[config.mk]
export PLATFORM = sky130hd
export DESIGN_NAME = muldiv_unit
export DESIGN_NICKNAME = d
export VERILOG_FILES = /design/src/rtl/muldiv_unit.sv
export SDC_FILE = /design/constraint.sdc
export NUM_CORES = 1
export LEC_CHECK = 0
export BUFFER_PORTS_ARGS = -buffer_cell sky130_fd_sc_hd__buf_2
export CAP_MARGIN = 20
export CORE_ASPECT_RATIO = 1.1
export CORE_MARGIN = 2
export CORE_UTILIZATION = 60
export CTS_CLUSTER_SIZE = 10
export DETAILED_ROUTE_END_ITERATION = 12
export GPL_ROUTABILITY_DRIVEN = 0
export PLACE_DENSITY_LB_ADDON = 0.2
export SYNTH_ARGS = -nofsm -noshare
export SYNTH_HDL_FRONTEND = slang
export SYNTH_SLANG_ARGS = --single-unit
[constraint.sdc]
create_clock -name clk -period 3.9 [get_ports clk]
set_clock_uncertainty 0.05 [all_clocks]
set_input_delay 0.585 -clock clk [delete_from_list [all_inputs] [get_ports clk]]
set_output_delay 0.585 -clock clk [all_outputs]
set_load 0.02 [all_outputs]
[src/rtl/muldiv_unit.sv]
// Iterative 32-bit multiply/divide unit owning HI/LO: MULTU/MULT/DIVU/DIV in 33 cycles.
// Operands are made unsigned on start; the latched signs are reapplied in a single fix-up cycle.
module muldiv_unit (
    input  logic        clk,
    input  logic        rst_n,
    input  logic        start,
    input  logic [1:0]  op,
    input  logic [31:0] a,
    input  logic [31:0] b,
    input  logic        hi_we,
    input  logic        lo_we,
    input  logic [31:0] wdata,
    output logic        busy,
    output logic        done,
    output logic        div_by_zero,
    output logic [31:0] hi,
    output logic [31:0] lo
);

    typedef enum logic [1:0] {StIdle, StRun, StFix} state_e;

    state_e      r_state, w_state_nxt;
    logic [4:0]  r_cnt, w_cnt_nxt;
    logic        r_is_div, w_is_div_nxt;
    logic [31:0] r_b, w_b_nxt;
    // Shared datapath: multiply {upper33, multiplier}; divide {rem33, quot32}
    logic [64:0] r_acc, w_acc_nxt;
    logic [31:0] r_a_raw, w_a_raw_nxt;
    logic        r_neg_q, w_neg_q_nxt;
    logic        r_neg_r, w_neg_r_nxt;
    logic        r_busy, w_busy_nxt;
    logic        r_done, w_done_nxt;
    logic        r_dbz, w_dbz_nxt;
    logic [31:0] r_hi, w_hi_nxt;
    logic [31:0] r_lo, w_lo_nxt;

    logic [31:0] w_a_abs, w_b_abs;
    logic [32:0] w_mul_sum, w_mul_hi;
    logic [64:0] w_mul_step;
    logic [32:0] w_rem_sh;
    logic [33:0] w_diff;
    logic [64:0] w_div_step;
    logic [63:0] w_prod;
    logic [31:0] w_quot, w_rem;

    assign w_a_abs = (op[0] && a[31]) ? (~a + 32'd1) : a;
    assign w_b_abs = (op[0] && b[31]) ? (~b + 32'd1) : b;

    assign w_mul_sum  = r_acc[64:32] + {1'b0, r_b};
    assign w_mul_hi   = r_acc[0] ? w_mul_sum : r_acc[64:32];
    assign w_mul_step = {1'b0, w_mul_hi, r_acc[31:1]};

    assign w_rem_sh   = r_acc[63:31];
    assign w_diff     = {1'b0, w_rem_sh} - {2'b00, r_b};
    assign w_div_step = w_diff[33] ? {w_rem_sh, r_acc[30:0], 1'b0}
                                   : {w_diff[32:0], r_acc[30:0], 1'b1};

    assign w_prod = r_neg_q ? (~r_acc[63:0] + 64'd1) : r_acc[63:0];
    assign w_quot = r_neg_q ? (~r_acc[31:0] + 32'd1) : r_acc[31:0];
    assign w_rem  = r_neg_r ? (~r_acc[63:32] + 32'd1) : r_acc[63:32];

    always_comb begin
        w_state_nxt  = r_state;
        w_cnt_nxt    = r_cnt;
        w_is_div_nxt = r_is_div;
        w_b_nxt      = r_b;
        w_acc_nxt    = r_acc;
        w_a_raw_nxt  = r_a_raw;
        w_neg_q_nxt  = r_neg_q;
        w_neg_r_nxt  = r_neg_r;
        w_done_nxt   = 1'b0;
        w_dbz_nxt    = r_dbz;
        w_hi_nxt     = r_hi;
        w_lo_nxt     = r_lo;

        unique case (r_state)
            StIdle: begin
                if (hi_we) w_hi_nxt = wdata;
                if (lo_we) w_lo_nxt = wdata;
                if (start) begin
                    w_state_nxt  = StRun;
                    w_cnt_nxt    = 5'd0;
                    w_is_div_nxt = op[1];
                    w_b_nxt      = w_b_abs;
                    w_acc_nxt    = {33'd0, w_a_abs};
                    w_a_raw_nxt  = a;
                    w_neg_q_nxt  = op[0] & (a[31] ^ b[31]);
                    w_neg_r_nxt  = op[0] & op[1] & a[31];
                    w_dbz_nxt    = op[1] & (b == 32'd0);
                end
            end
            StRun: begin
                w_acc_nxt = r_is_div ? w_div_step : w_mul_step;
                w_cnt_nxt = r_cnt + 5'd1;
                if (r_cnt == 5'd31) w_state_nxt = StFix;
            end
            StFix: begin
                w_state_nxt = StIdle;
                w_done_nxt  = 1'b1;
                if (!r_is_div) begin
                    w_hi_nxt = w_prod[63:32];
                    w_lo_nxt = w_prod[31:0];
                end else if (r_dbz) begin
                    // Divide by zero bypasses the algorithm result
                    w_hi_nxt = r_a_raw;
                    w_lo_nxt = 32'hFFFF_FFFF;
                end else begin
                    w_hi_nxt = w_rem;
                    w_lo_nxt = w_quot;
                end
            end
            default: w_state_nxt = StIdle;
        endcase

        w_busy_nxt = (w_state_nxt != StIdle);
    end

    always_ff @(posedge clk or negedge rst_n) begin
        if (!rst_n) begin
            r_state  <= StIdle;
            r_cnt    <= 5'd0;
            r_is_div <= 1'b0;
            r_b      <= 32'd0;
            r_acc    <= 65'd0;
            r_a_raw  <= 32'd0;
            r_neg_q  <= 1'b0;
            r_neg_r  <= 1'b0;
            r_busy   <= 1'b0;
            r_done   <= 1'b0;
            r_dbz    <= 1'b0;
            r_hi     <= 32'd0;
            r_lo     <= 32'd0;
        end else begin
            r_state  <= w_state_nxt;
            r_cnt    <= w_cnt_nxt;
            r_is_div <= w_is_div_nxt;
            r_b      <= w_b_nxt;
            r_acc    <= w_acc_nxt;
            r_a_raw  <= w_a_raw_nxt;
            r_neg_q  <= w_neg_q_nxt;
            r_neg_r  <= w_neg_r_nxt;
            r_busy   <= w_busy_nxt;
            r_done   <= w_done_nxt;
            r_dbz    <= w_dbz_nxt;
            r_hi     <= w_hi_nxt;
            r_lo     <= w_lo_nxt;
        end
    end

    assign busy        = r_busy;
    assign done        = r_done;
    assign div_by_zero = r_dbz;
    assign hi          = r_hi;
    assign lo          = r_lo;

endmodule

==> impl_metrics.json <==
{
  "cts_setup_buffers": 0,
  "cts-htree-levels": 1,
  "report.power.total_mw": 19.1,
  "postSynthNetCount": 2295,
  "switching_power_mw": 9.77,
  "tritoncts.num_buffers": 26,
  "placeableCoreArea_um2": 27000,
  "path_common_cell": "sky130_fd_sc_hd__inv_1",
  "synthDominantAreaCellType": "sky130_fd_sc_hd__dfrtp_1",
  "finalWorstSetupSlack_ns": 0.324,
  "cellLeakagePower_nw": 8.09,
  "vias_in_the_first_global_route": 15700,
  "antenna_found_initial": 1,
  "switching_share_pct": 51.1,
  "cp.arrival_ns": 3.96,
  "grt_max_degree": 120,
  "die-area_um2": 28900,
  "crit_path_max_incr_delay_ns": 0.43,
  "clock_sink_count": 206,
  "ratio_of_routed_vias_to_standard_cells": 6.51,
  "groute.usage.overall_pct": 37.7,
  "ys_warn_count": 0,
  "detailed_route_wl_um": 55500,
  "crit_family": "compound AO/OA/AOI/OAI gates",
  "die_boundary_height_um": 178,
  "detail_route.wl_per_cell_um": 21.5,
  "ys_async_sr_fraction_pct": 100,
  "ff2ff_setup_slack_ns": 0.32,
  "drtPass1Iterations": 8,
  "ioPinCount": 170,
  "max_cap_viol_count": 0,
  "syn-mean-instance-area_um2": 7.80,
  "drt_first_iter_violations": 2136,
  "timing.slew.headroom_pct": 31.8,
  "cts-root-to-sink-buffers": 3,
  "synth_largest_type_area_fraction_pct": 31.2,
  "layout.cells.most_common_list": "sky130_fd_sc_hd__nand2_1 (384), sky130_fd_sc_hd__o21ai_0 (267), sky130_fd_sc_hd__dfrtp_1 (203)",
  "p_seq_share_pct": 24.2,
  "crit_fanout": 4,
  "layout.cells.non_filler": 2584,
  "min_path_type": "input port to async pin",
  "required_ns": 4.29,
  "ys.flop_type": "sky130_fd_sc_hd__dfrtp_1",
  "count_of_cells_resized_by_post_cts_repair": 0,
  "pin_slew_with_the_least_headroom_to_its_limit_ns": 1.02,
  "timing.critical_path.slowest_stage_cell": "sky130_fd_sc_hd__a221oi_2",
  "hold_ws_ns": 0.105,
  "post_synth_inst_count": 2120,
  "synthDistinctLibCells": 81,
  "ys_seq_area_share_pct": 31.2,
  "final-setup-viol-count": 0,
  "rows": 63,
  "drive_gt1_share_pct": 13.4,
  "totalNegativeSetupSlack_ns": 0,
  "synth-edff-count": 0,
  "place_ws_ns": 0.407,
  "width_of_the_die_um": 162,
  "cell_internal_pwr_mw": 9.35,
  "initial_utilization_pct": 61.2,
  "drc": 0,
  "power_frac_comb_pct": 63.9,
  "timing.setup.critical_path_class": "flop to flop",
  "irDropWorstVdd_uv": 526,
  "worstSetupEndpointType": "flop",
  "ctsHoldBuffers": 0,
  "synth.cell_area_um2": 16500,
  "synth_seq_cells": 206,
  "run_status": "completed",
  "buffer_ports.inserted": 169,
  "ant_nets": 0,
  "fillerInstances": 2296,
  "route.vias.total": 16800,
  "nets": 2386,
  "fin_crit_sh_pct": 91.7,
  "maxSlewViolCount": 0,
  "critical_path.n_buffers_inverters": 2,
  "start_kind": "flop",
  "grt_first_pass_wirelength_um": 85800,
  "min_period_ns": 3.58,
  "dp.final_hpwl_um": 41000,
  "clock_root_buffer": "sky130_fd_sc_hd__clkbuf_16",
  "share_clk_of_total_power_pct": 11.8,
  "mostFrequentLayoutCell": "sky130_fd_sc_hd__nand2_1",
  "power.density_nw_per_um2": 1040,
  "syn_to_final_growth_pct": 11.7,
  "number_of_endpoints_with_negative_hold_slack_in_the_final_report": 0,
  "rsz_0062_raised_after_global_routing": "false",
  "worstSkewPairLatency_ns": 0.55,
  "tritoncts": "yes",
  "dp_cells": 2539,
  "synthTopCellsByArea": "sky130_fd_sc_hd__dfrtp_1 (31%), sky130_fd_sc_hd__nand2_1 (8.7%), sky130_fd_sc_hd__o21ai_0 (8.1%), sky130_fd_sc_hd__ha_1 (5.3%), sky130_fd_sc_hd__xnor2_1 (5.3%)",
  "max_clock_freq_ghz": 0.280,
  "grt.overflow.total": 0,
  "clkTransAtPathRegs_ns": 0.06,
  "cp_cell_sequence": "inv_1 -> ha_1 -> inv_1 -> fa_1 -> a21o_1 -> a311oi_1 -> o21bai_1 -> a221oi_2 -> o21ai_0 -> o41ai_1 -> xor2_1 -> a221oi_1"
}
power groups by stage:
stage | clock network (mW) | logic (mW) | registers, mW
finish | 2.27 | 12.2 | 4.63
global route | 2.35 | 13.4 | 4.71
CTS | 2.27 | 11.9 | 4.54
detailed placement | 0 | 11.8 | 4.58
global placement | 0 | 11.6 | 4.52
floorplan | 0 | 8.68 | 4.29
worst paths after layout:
check,from,endpoint,cells after the start
worst max-delay path,r_acc[31],r_acc[62],12
worst min-delay path,rst_n,lo[10],1
worst max register to register,r_acc[31],r_acc[62],12
worst min register to register,r_a_raw[26],r_a_raw[26],2
max in group asynchronous,rst_n,r_acc[53],2
min in group clk,wdata[3],hi[3],3
worst register-to-register path: stages, from the launching register on:
cell and delay [ns]:
sky130_fd_sc_hd__dfrtp_1 0.38, sky130_fd_sc_hd__inv_1 0.16, sky130_fd_sc_hd__ha_1 0.21, sky130_fd_sc_hd__inv_1 0.06, sky130_fd_sc_hd__fa_1 0.39, sky130_fd_sc_hd__a21o_1 0.22
sky130_fd_sc_hd__a311oi_1 0.35, sky130_fd_sc_hd__o21bai_1 0.25, sky130_fd_sc_hd__a221oi_2 0.43, sky130_fd_sc_hd__o21ai_0 0.23, sky130_fd_sc_hd__o41ai_1 0.35, sky130_fd_sc_hd__xor2_1 0.12
sky130_fd_sc_hd__a221oi_1 0.27
registers in the layout (all words and copies together), names as in the netlist:
| signal | flops |
|---|---|
| done | 1 |
| r_is_div | 1 |
| r_state | 2 |
| r_neg_q | 1 |
| r_a_raw | 32 |
| lo | 32 |
| hi | 32 |
| r_acc | 65 |
| busy | 1 |
| div_by_zero | 1 |
| r_neg_r | 1 |
| r_b | 32 |
| r_cnt | 5 |
metal layers:
metal | up-vias | GRT usage [%] | wire length (µm)
met2 | 1001 | 60.9 | 24600
met5 | - | 0 | 0
li1 | 7753 | - | -
met1 | 7827 | 46.2 | 21000
met3 | 230 | 5.79 | 5280
met4 | 0 | 27.2 | 4570
cell usage after synthesis, types with 10 or more instances:
cell	number
sky130_fd_sc_hd__a21o_1	19
sky130_fd_sc_hd__a21oi_1	129
sky130_fd_sc_hd__a221oi_1	18
sky130_fd_sc_hd__a31oi_1	20
sky130_fd_sc_hd__and3_1	17
sky130_fd_sc_hd__buf_1	16
sky130_fd_sc_hd__clkbuf_1	124
sky130_fd_sc_hd__dfrtp_1	206
sky130_fd_sc_hd__ha_1	70
sky130_fd_sc_hd__inv_1	66
sky130_fd_sc_hd__mux2i_1	48
sky130_fd_sc_hd__nand2_1	385
sky130_fd_sc_hd__nand2b_1	19
sky130_fd_sc_hd__nand3_1	25
sky130_fd_sc_hd__nand4_1	10
sky130_fd_sc_hd__nor2_1	111
sky130_fd_sc_hd__nor3_1	20
sky130_fd_sc_hd__nor4_1	11
sky130_fd_sc_hd__o211ai_1	16
sky130_fd_sc_hd__o21ai_0	267
sky130_fd_sc_hd__o21bai_1	17
sky130_fd_sc_hd__o22ai_1	43
sky130_fd_sc_hd__o31ai_1	33
sky130_fd_sc_hd__o41ai_1	14
sky130_fd_sc_hd__or2_2	10
sky130_fd_sc_hd__or3_1	25
sky130_fd_sc_hd__or4_1	12
sky130_fd_sc_hd__xnor2_1	100
sky130_fd_sc_hd__xor2_1	99
through the flow:
stage	utilization, %	area [µm²]
global route	68.3	18500
floorplan	-	16500
detailed placement	65.4	17700
finish	68.3	18500
CTS	68.2	18400
global placement	65.4	17700
cell type report:
cell class              count  area (µm²)  area share (%)
flip-flops and latches    206        5160            27.9
clock inverters             3        15.0          0.0813
repair buffers            214        1250            6.79
inverters                  68         255            1.38
multi-input cells        1695       10600            57.3
well taps                 357         447            2.42
clock buffers              40         754            4.08
diodes                      1        2.50          0.0135
cells by family after synthesis:
| kind of cell | synth area share, % |
|---|---|
| fa+ha+maj | 5.54 |
| compound gates | 25.2 |
| mux | 2.97 |
| simple gates | 19.5 |
| xor+xnor | 10.5 |
| buf+inv | 5.13 |
| flops | 31.2 |
Note: power is estimated with default switching activity, not from simulation.
